<file path="src/rtl/alu_pkg.sv">
// Shared ALU package: divide-sequencer state encoding, default datapath width
// and the quotient returned for a divide by zero.
package alu_pkg;

    localparam int ALU_WIDTH = 8;

    localparam logic [ALU_WIDTH-1:0] DIV_ZERO_QUOT = {ALU_WIDTH{1'b1}};

    typedef enum logic [1:0] {
        DIV_IDLE = 2'd0,
        DIV_ITER = 2'd1,
        DIV_FIN  = 2'd2
    } div_state_e;

endpackage

</file>
<file path="src/rtl/alu_sub_unit.sv">
// Combinational WIDTH+1-bit subtractor computing a + ~b + 1.
// carry_out = 1 means no borrow, i.e. a >= b.
module alu_sub_unit #(
    parameter int WIDTH = 8
) (
    input  logic [WIDTH:0] a,
    input  logic [WIDTH:0] b,
    output logic [WIDTH:0] diff,
    output logic           carry_out
);

    logic [WIDTH+1:0] sum_s;

    // Two's-complement subtract with the carry kept as the no-borrow flag
    always_comb begin
        sum_s     = {1'b0, a} + {1'b0, ~b} + {{(WIDTH+1){1'b0}}, 1'b1};
        diff      = sum_s[WIDTH:0];
        carry_out = sum_s[WIDTH+1];
    end

endmodule

</file>
<file path="src/rtl/alu_div_seq.sv">
// Multi-cycle unsigned restoring divider, one quotient bit per clock.
// Optional abort input enabled by defining ALU_DIV_ABORT_EN.
module alu_div_seq
    import alu_pkg::*;
#(
    parameter int WIDTH = ALU_WIDTH
) (
    input  logic             clk,
    input  logic             rst_n,
    input  logic             start,
    input  logic [WIDTH-1:0] dividend,
    input  logic [WIDTH-1:0] divisor,
`ifdef ALU_DIV_ABORT_EN
    input  logic             abort,
`endif
    output logic             busy,
    output logic             done,
    output logic [WIDTH-1:0] quotient,
    output logic [WIDTH-1:0] remainder,
    output logic             div_by_zero
);

    localparam int CNT_W = $clog2(WIDTH + 1);

    div_state_e       state_r;
    logic [WIDTH-1:0] p_r;
    logic [WIDTH-1:0] q_r;
    logic [WIDTH-1:0] d_r;
    logic [CNT_W-1:0] cnt_r;
    logic             busy_r;
    logic             done_r;
    logic [WIDTH-1:0] quot_r;
    logic [WIDTH-1:0] rem_r;
    logic             dbz_r;

    logic [WIDTH:0]   s_s;
    logic [WIDTH:0]   diff_s;
    logic             carry_s;
    logic [WIDTH-1:0] p_next_s;
    logic [WIDTH-1:0] q_next_s;
    logic             abort_s;
    logic             unused_s;

`ifdef ALU_DIV_ABORT_EN
    assign abort_s = abort;
`else
    assign abort_s = 1'b0;
`endif

    alu_sub_unit #(.WIDTH(WIDTH)) u_sub (
        .a         (s_s),
        .b         ({1'b0, d_r}),
        .diff      (diff_s),
        .carry_out (carry_s)
    );

    // One restoring step: shift in the next dividend bit, keep the difference if no borrow.
    // The partial remainder stays below the divisor, so the top bits of S and the difference are always zero.
    always_comb begin
        s_s      = {p_r, q_r[WIDTH-1]};
        p_next_s = carry_s ? diff_s[WIDTH-1:0] : s_s[WIDTH-1:0];
        q_next_s = {q_r[WIDTH-2:0], carry_s};
        unused_s = ^{diff_s[WIDTH], s_s[WIDTH]};
    end

    // Sequencer state, datapath registers and registered outputs
    always_ff @(posedge clk or negedge rst_n) begin
        if (!rst_n) begin
            state_r <= DIV_IDLE;
            p_r     <= {WIDTH{1'b0}};
            q_r     <= {WIDTH{1'b0}};
            d_r     <= {WIDTH{1'b0}};
            cnt_r   <= {CNT_W{1'b0}};
            busy_r  <= 1'b0;
            done_r  <= 1'b0;
            quot_r  <= {WIDTH{1'b0}};
            rem_r   <= {WIDTH{1'b0}};
            dbz_r   <= 1'b0;
        end else begin
            done_r <= 1'b0;
            case (state_r)
                DIV_IDLE: begin
                    if (start) begin
                        busy_r <= 1'b1;
                        dbz_r  <= 1'b0;
                        if (divisor != {WIDTH{1'b0}}) begin
                            q_r     <= dividend;
                            d_r     <= divisor;
                            p_r     <= {WIDTH{1'b0}};
                            cnt_r   <= CNT_W'(WIDTH);
                            state_r <= DIV_ITER;
                        end else begin
                            quot_r  <= {WIDTH{DIV_ZERO_QUOT[0]}};
                            rem_r   <= dividend;
                            dbz_r   <= 1'b1;
                            state_r <= DIV_FIN;
                        end
                    end
                end
                DIV_ITER: begin
                    if (abort_s) begin
                        busy_r  <= 1'b0;
                        state_r <= DIV_IDLE;
                    end else begin
                        p_r   <= p_next_s;
                        q_r   <= q_next_s;
                        cnt_r <= cnt_r - CNT_W'(1);
                        if (cnt_r == CNT_W'(1)) begin
                            quot_r  <= q_next_s;
                            rem_r   <= p_next_s;
                            state_r <= DIV_FIN;
                        end
                    end
                end
                DIV_FIN: begin
                    done_r  <= 1'b1;
                    busy_r  <= 1'b0;
                    state_r <= DIV_IDLE;
                end
                default: begin
                    busy_r  <= 1'b0;
                    state_r <= DIV_IDLE;
                end
            endcase
        end
    end

    assign busy        = busy_r;
    assign done        = done_r;
    assign quotient    = quot_r;
    assign remainder   = rem_r;
    assign div_by_zero = dbz_r;

endmodule
</file>
<file path="config.mk">
export PLATFORM = sky130hd
export DESIGN_NAME = alu_div_seq
export DESIGN_NICKNAME = d
export VERILOG_FILES = /design/src/rtl/alu_pkg.sv /design/src/rtl/alu_sub_unit.sv /design/src/rtl/alu_div_seq.sv
export SDC_FILE = /design/constraint.sdc
export NUM_CORES = 1
export LEC_CHECK = 0
export BUFFER_PORTS_ARGS = -buffer_cell sky130_fd_sc_hd__buf_2
export CAP_MARGIN = 10
export CORE_ASPECT_RATIO = 0.5
export CORE_UTILIZATION = 40
export CTS_CLUSTER_SIZE = 8
export DETAILED_ROUTE_END_ITERATION = 7
export HOLD_SLACK_MARGIN = 0.06
export PLACE_DENSITY = 0.57
export SLEW_MARGIN = 20
export SYNTH_ARGS = -nofsm -noshare
export SYNTH_HDL_FRONTEND = slang
export SYNTH_SLANG_ARGS = --single-unit
</file>
<file path="constraint.sdc">
create_clock -name clk -period 4 [get_ports clk]
set_input_delay 0.2 -clock clk [delete_from_list [all_inputs] [get_ports clk]]
set_output_delay 0.2 -clock clk [all_outputs]
set_load 0.05 [all_outputs]
</file>
==> results of run 1 <==
[per-layer routing]
layer  track usage [%]  up-vias  routed length (µm)
li1                  -      992                   -
met1              30.3      934                3380
met2              25.5       36                2260
met3              4.22        8                 235
met4              6.12        0                  72
met5                 0        -                   0
[what timing repair did]
item                                   in CTS  in global routing
setup endpoints to repair                   0                  0
endpoints found under the hold margin       0                 49
hold buffers                                0                  1
[cell type report]
type                            instances  area share [%]
Sequential cell                        49            42.0
Timing Repair Buffer                   39            7.02
Clock buffer                            5            4.28
Inverter                               14            1.80
Multi-Input combinational cell        191            40.6
Clock inverter                          2           0.557
Tap cell                               88            3.77
[registers in the layout (all words and copies together) (netlist names)]
signal / count
state_r: 2
quotient: 8
cnt_r: 4
busy: 1
done: 1
d_r: 8
div_by_zero: 1
p_r: 8
remainder: 8
q_r: 8
[placed cells by master (no fill, tap or decap), types with 6 or more instances in the layout]
cell type | synthesis | routed
nor2_1 | 27 | 27
o21ai_0 | 30 | 30
a31oi_1 | 6 | 6
nor2b_1 | 6 | 6
nand3_1 | 7 | 7
inv_1 | 14 | 14
buf_2 | 3 | 36
dfrtp_1 | 49 | 49
a21oi_1 | 10 | 10
nand2_1 | 38 | 38
mux2i_1 | 8 | 8
ha_1 | 10 | 10
[cell families (layout without fill, tap and decap cells)]
logic type	count (synthesis)	count (layout)	synth area share, %
DFF	49	49	47.9
xor gates and xnor gates	5	5	1.71
muxes	8	8	3.13
buffers and inverters	25	60	5.76
adders and majority gates	11	11	5.67
AOI/OAI and AO/OA	68	68	17.0
and+or+nand+nor	99	99	18.9
[final timing paths]
check,endpoint
max,remainder[2]$_DFFE_PN0P_
min,d_r[5]$_DFFE_PN0P_
max reg2reg,remainder[2]$_DFFE_PN0P_
min reg2reg,div_by_zero$_DFFE_PN0P_
max in group asynchronous,p_r[7]$_DFFE_PN0P_
min in group asynchronous,d_r[1]$_DFFE_PN0P_
[tightest hold or removal path, delay by kind of cell]
family          cells  cell delay (ns)
buf+inv             1             0.09
simple gates        1             0.05
compound gates      1             0.06
[per-stage QoR]
| stage | cell area [µm²] | setup WS (ns) | hold WS, ns | util [%] |
|---|---|---|---|---|
| 6_report | 2920 | 1.29 | 0.138 | 47.7 |
| 5_1_grt | 2920 | 1.12 | 0.155 | 47.7 |
| 4_1_cts | 2910 | 1.33 | 0.134 | 47.5 |
| 3_5_place_dp | 2770 | 1.34 | 0.440 | 45.2 |
| 3_3_place_gp | 2770 | 1.37 | 0.434 | 45.2 |
| 2_1_floorplan | 2560 | 1.81 | -0.0956 | - |
==> results.md, run 1 <==
* Most frequent CP cell: a31oi_1
* Top_reg_cell synth: dfrtp_1
* CP Cell Sequence: ha_1 > and3_1 > and2_1 > a211oi_2 > nor4_1 > a31oi_1 > a31oi_1
* Storage cell area at 0.00123 mm²
* Post-DRT Antenna Nets at 0
* Status: finished, final reports clean
* Sink Count at 49
* Clock Tree Buf Depth at 2
* Final nets at 330
* Fin crit share at 67.7%
* Cell Rows at 20
* CORE AREA at 0.00613 mm²
* Layout area overhead at 14.1%
* Yosys top cell area share at 47.9%
* RD Place Congestion at 0.872
* Share of cells above drive strength 1 at 19.7%
* Worst-Margin Slew at 1.12 ns
* DRC at 0
* Reg-to-reg setup timing slack at 1.29 ns
* Wire per inst at 15.3 µm
* Final max-slew violation count at 0
* Ys async rst share at 100%
* WP data required at 4.14 ns
* Antenna violations before repair at 0
* Initial Utilization at 41.8%
* TritonCTS clock tree: built
* Fmax at 369 MHz
* Worst r2r src: p_r[6]$_DFFE_PN0P_
* Die H at 58.6 µm
* Antenna fix cells at 0
* Cts repair resizes at 0
* CP Launch Point: p_r[6]$_DFFE_PN0P_
* Die width at 115 µm
* Buffers and inverters on the worst path at 0
* Post-Synthesis Cells at 265
* Cell Area, Synth at 0.00256 mm²
* Post-synth top cells: dfrtp_1, nand2_1, o21ai_0, nor2_1, inv_1
* Top cell type by total area after synthesis: dfrtp_1
* Final wirelength at 5.95 mm
* Final Hold Vio Count at 0
* Hpwl dp at 4.19 mm
* H-tree level count at 2
* Synthesis-stage register bit count at 49
* Vias in the first global route at 1910
* Worst setup path class: reg2reg
* Count leader, synth: dfrtp_1
* Largest net degree at the start of global routing at 50
* Slowest cell on crit path: a211oi_2
* Die area at 0.00675 mm²
* Worst R2R Path Depth at 7
* Setup Viol. Count Final at 0
* Hold Startpoint: divisor[5]
* Max Cap Violations at 0
* TritonRoute pass-1 iters at 4
* Gr ovfl total at 0
* CP Launch Type: register
* Post-Layout Cell Count at 388
* Yosys warning total at 0
* Hold path depth at 3
* EDFF count, synth at 0
* CP endpoint kind: register
* Number of placed I/O pins at 38
* RSZ-0062 raised after global routing: false
* Area contributors post-synth: dfrtp_1, o21ai_0, nand2_1
* Fin crit period at 2.71 ns
* CP arrival at 2.85 ns
* Multi-input gate area at 0.00119 mm²
* Post-synthesis sequential area ratio at 47.9%
* Vias at 1970
* First DRT Iteration DRCs at 69
* Crit-path max cell delay at 0.85 ns
* Levels on crit path at 7
* Layout Skew at 0.00706 ns
* Port buffer count at 37
* Max_slew headroom at 24.9%
* Num CTS Buffers at 5
* Via/cell ratio at 5.08
* Gr usage total at 19.2%
* Global-route wire length before repair at 9.63 mm
* Clock slew at reported path FFs at 0.07 ns
* Worst Path Max Fanout at 16
* Worst skew pair latency at 0.29 ns
* Synthesized net count at 295
* Critical path's top delay family: compound AO/OA/AOI/OAI gates
* CTS root buffer: clkbuf_16
* Fin Setup TNS at 0 ns
* Average size of a mapped cell at 9.66 µm²
* Postcts setup bufs at 0
* Dpl cells at 380
* Library cells used by synthesis at 48
* Hold crit path type: in2reg
* Final-layout fill cell count at 589
Power of run 1 is not shown: default switching activity piles up to over one toggle a cycle in this logic, so the estimate is an artifact.
==> run 2, diff against run 1 <==
--- a/config.mk
+++ b/config.mk
@@ -5,6 +5,7 @@
 export SDC_FILE = /design/constraint.sdc
 export NUM_CORES = 1
 export LEC_CHECK = 0
+export ABC_AREA = 1
 export BUFFER_PORTS_ARGS = -buffer_cell sky130_fd_sc_hd__buf_2
 export CAP_MARGIN = 10
 export CORE_ASPECT_RATIO = 0.5
==> constraint.sdc (replaced) <==
create_clock -name clk -period 2.8 [get_ports clk]
set_input_delay 0.14 -clock clk [delete_from_list [all_inputs] [get_ports clk]]
set_output_delay 0.14 -clock clk [all_outputs]
set_load 0.05 [all_outputs]
==> results.md, run 2 <==
* Worst skew pair latency at 0.28 ns
* Antenna fix cells at 0
* Setup Viol. Count Final at 0
* Fin crit period at 2.18 ns
* Die area at 0.00700 mm²
* Postcts setup bufs at 0
* Worst-Margin Slew at 0.638 ns
* RD Place Congestion at 0.837
* Count leader, synth: nand2_1
* Clock slew at reported path FFs at 0.07 ns
* Post-DRT Antenna Nets at 0
* Hold crit path type: in2reg
* Library cells used by synthesis at 34
* Cell Rows at 20
* Yosys top cell area share at 46.1%
* Buffers and inverters on the worst path at 4
* Wire per inst at 12.5 µm
* Post-Synthesis Cells at 331
* Final max-slew violation count at 0
* Lkg Pwr at 1.57 nW
* Number of placed I/O pins at 38
* Most frequent CP cell: inv_1
* EDFF count, synth at 0
* Area contributors post-synth: dfrtp_1, nand2_1, inv_1
* Layout Skew at 0.00282 ns
* Ys async rst share at 100%
* Fmax at 460 MHz
* CP Cell Sequence: inv_2 > nand2_4 > inv_4 > o21ai_2 > nor2_4 > inv_1 > nor2_1 > nand3_1 > nand2_1 > inv_1
* Clock Tree Buf Depth at 2
* Cell Pwr Density at 1360 mW/mm²
* CTS root buffer: clkbuf_16
* Final nets at 398
* DRC at 0
* Commonest non-fill, non-tap cell in the layout: nand2_1
* Layout area overhead at 14.8%
* Peak supply drop at 466 µV
* Top cell type by total area after synthesis: dfrtp_1
* Top_reg_cell synth: dfrtp_1
* TritonCTS clock tree: built
* Hpwl dp at 4.20 mm
* Num CTS Buffers at 5
* Critical path's top delay family: simple AND/OR/NAND/NOR gates
* WP data required at 2.98 ns
* Sink Count at 49
* Port buffer count at 37
* Worst setup path class: reg2reg
* Final wirelength at 5.69 mm
* Final Hold Vio Count at 0
* Cell Area, Synth at 0.00266 mm²
* Cts repair resizes at 0
* Fin Setup TNS at 0 ns
* Vias at 2215
* RSZ-0062 raised after global routing: false
* Global-route wire length before repair at 9.80 mm
* Initial Utilization at 42.7%
* Synthesized net count at 361
* Largest net degree at the start of global routing at 50
* Die H at 59.7 µm
* Die width at 117 µm
* Hold Buf Count CTS at 0
* WL met1 at 2.93 mm
* Synthesis-stage register bit count at 49
* Gr usage total at 18.0%
* Slowest cell on crit path: nor2_4
* Gr ovfl total at 0
* Met2 WL at 2.46 mm
* CP Launch Type: register
* Tot Pwr at 0.00414 W
* Final-layout fill cell count at 611
* Post-synthesis sequential area ratio at 46.1%
* Antenna violations before repair at 0
* Uppermost layer routed: met4
* Yosys warning total at 0
* TritonRoute pass-1 iters at 5
* Post-synth top cells: nand2_1, dfrtp_1, inv_1, nand3_1, nor2_1
* H-tree level count at 2
* Vias in the first global route at 2131
* CP endpoint kind: register
* First DRT Iteration DRCs at 99
* Worst Path Max Fanout at 30
* Status: finished, final reports clean
* Share of cells above drive strength 1 at 15.4%
* CORE AREA at 0.00623 mm²
* Crit-path max cell delay at 0.51 ns
* Max_slew headroom at 57.4%
* Fin crit share at 77.7%
* Met3 Wirelength at 250 µm
* Via/cell ratio at 4.85
* Average size of a mapped cell at 8.04 µm²
* Max Cap Violations at 0
* Commonest non-fill, non-tap cells in the layout: nand2_1, dfrtp_1, inv_1
* CP arrival at 2.36 ns
run 2: cell types whose count changed after synthesis, sizes merged, moves of 6 or more:
| cell | change |
|---|---|
| nand2 | +49 |
| inv | +36 |
| nand3 | +18 |
| nand4 | +9 |
| or2 | +9 |
| mux2i | -8 |
| nor2b | -6 |
run 2: cells by family (layout without fill, tap and decap cells):
logic type,count (synthesis),in the layout,synth area share [%]
compound gates,42,42,8.94
xor+xnor,4,4,1.32
fa+ha+maj,11,11,5.46
buf+inv,60,98,9.74
flops,49,49,46.1
simple gates,165,165,28.5
run 2: through the flow:
stage	cell area, µm²	util [%]	hold WS [ns]	std cells	setup WS [ns]
5_1_grt	3050	49.0	0.101	457	0.361
3_3_place_gp	2900	46.5	0.363	448	0.714
3_5_place_dp	2900	46.5	0.367	448	0.631
2_1_floorplan	2660	-	-0.156	331	1.08
6_report	3050	49.0	0.0780	457	0.624
4_1_cts	3040	48.8	0.0740	456	0.599
run 2: worst register-to-register path: cells and delay by family, from the launching register on:
family | cells | cell delay [ns]
buffers and inverters | 4 | 0.60
AOI/OAI and AO/OA | 1 | 0.13
and+or+nand+nor | 5 | 0.93
DFF | 1 | 0.41
run 2: area by class of cell:
class	instances	area (µm²)	area share [%]
Clock buffer	6	129	4.22
Clock inverter	2	13.8	0.451
Inverter	51	194	6.35
Multi-Input combinational cell	222	1170	38.5
Sequential cell	49	1230	40.2
Tap cell	88	110	3.61
Timing Repair Buffer	39	205	6.72
run 2: layer usage:
metal / GRT usage (%) / up-vias
met1: 24.7 / 1030
met3: 4.20 / 4
met5: 0 / -
met4: 3.90 / 0
met2: 29.5 / 50
li1: - / 1131
run 2: power breakdown:
group / total (W) / switching (W) / internal (W)
Sequential: 0.00119 / 0.000161 / 0.00103
Combinational: 0.00236 / 0.00164 / 0.000719
Clock: 0.000597 / 0.000264 / 0.000334
Total: 0.00414 / 0.00206 / 0.00208
run 2: worst paths after layout:
path	depth (start not counted)	startpoint	slack (ns)	endpoint
min	3	divisor[6]	0.08	d_r[6]$_DFFE_PN0P_
min in group asynchronous	2	rst_n	0.42	cnt_r[2]$_DFFE_PN0P_
max in group asynchronous	2	rst_n	1.95	d_r[7]$_DFFE_PN0P_
min reg2reg	2	d_r[0]$_DFFE_PN0P_	0.49	d_r[0]$_DFFE_PN0P_
max reg2reg	10	state_r[1]$_DFFE_PN0P_	0.62	remainder[6]$_DFFE_PN0P_
max	10	state_r[1]$_DFFE_PN0P_	0.62	remainder[6]$_DFFE_PN0P_
No activity file was read; power rests on OpenSTA's default activity.
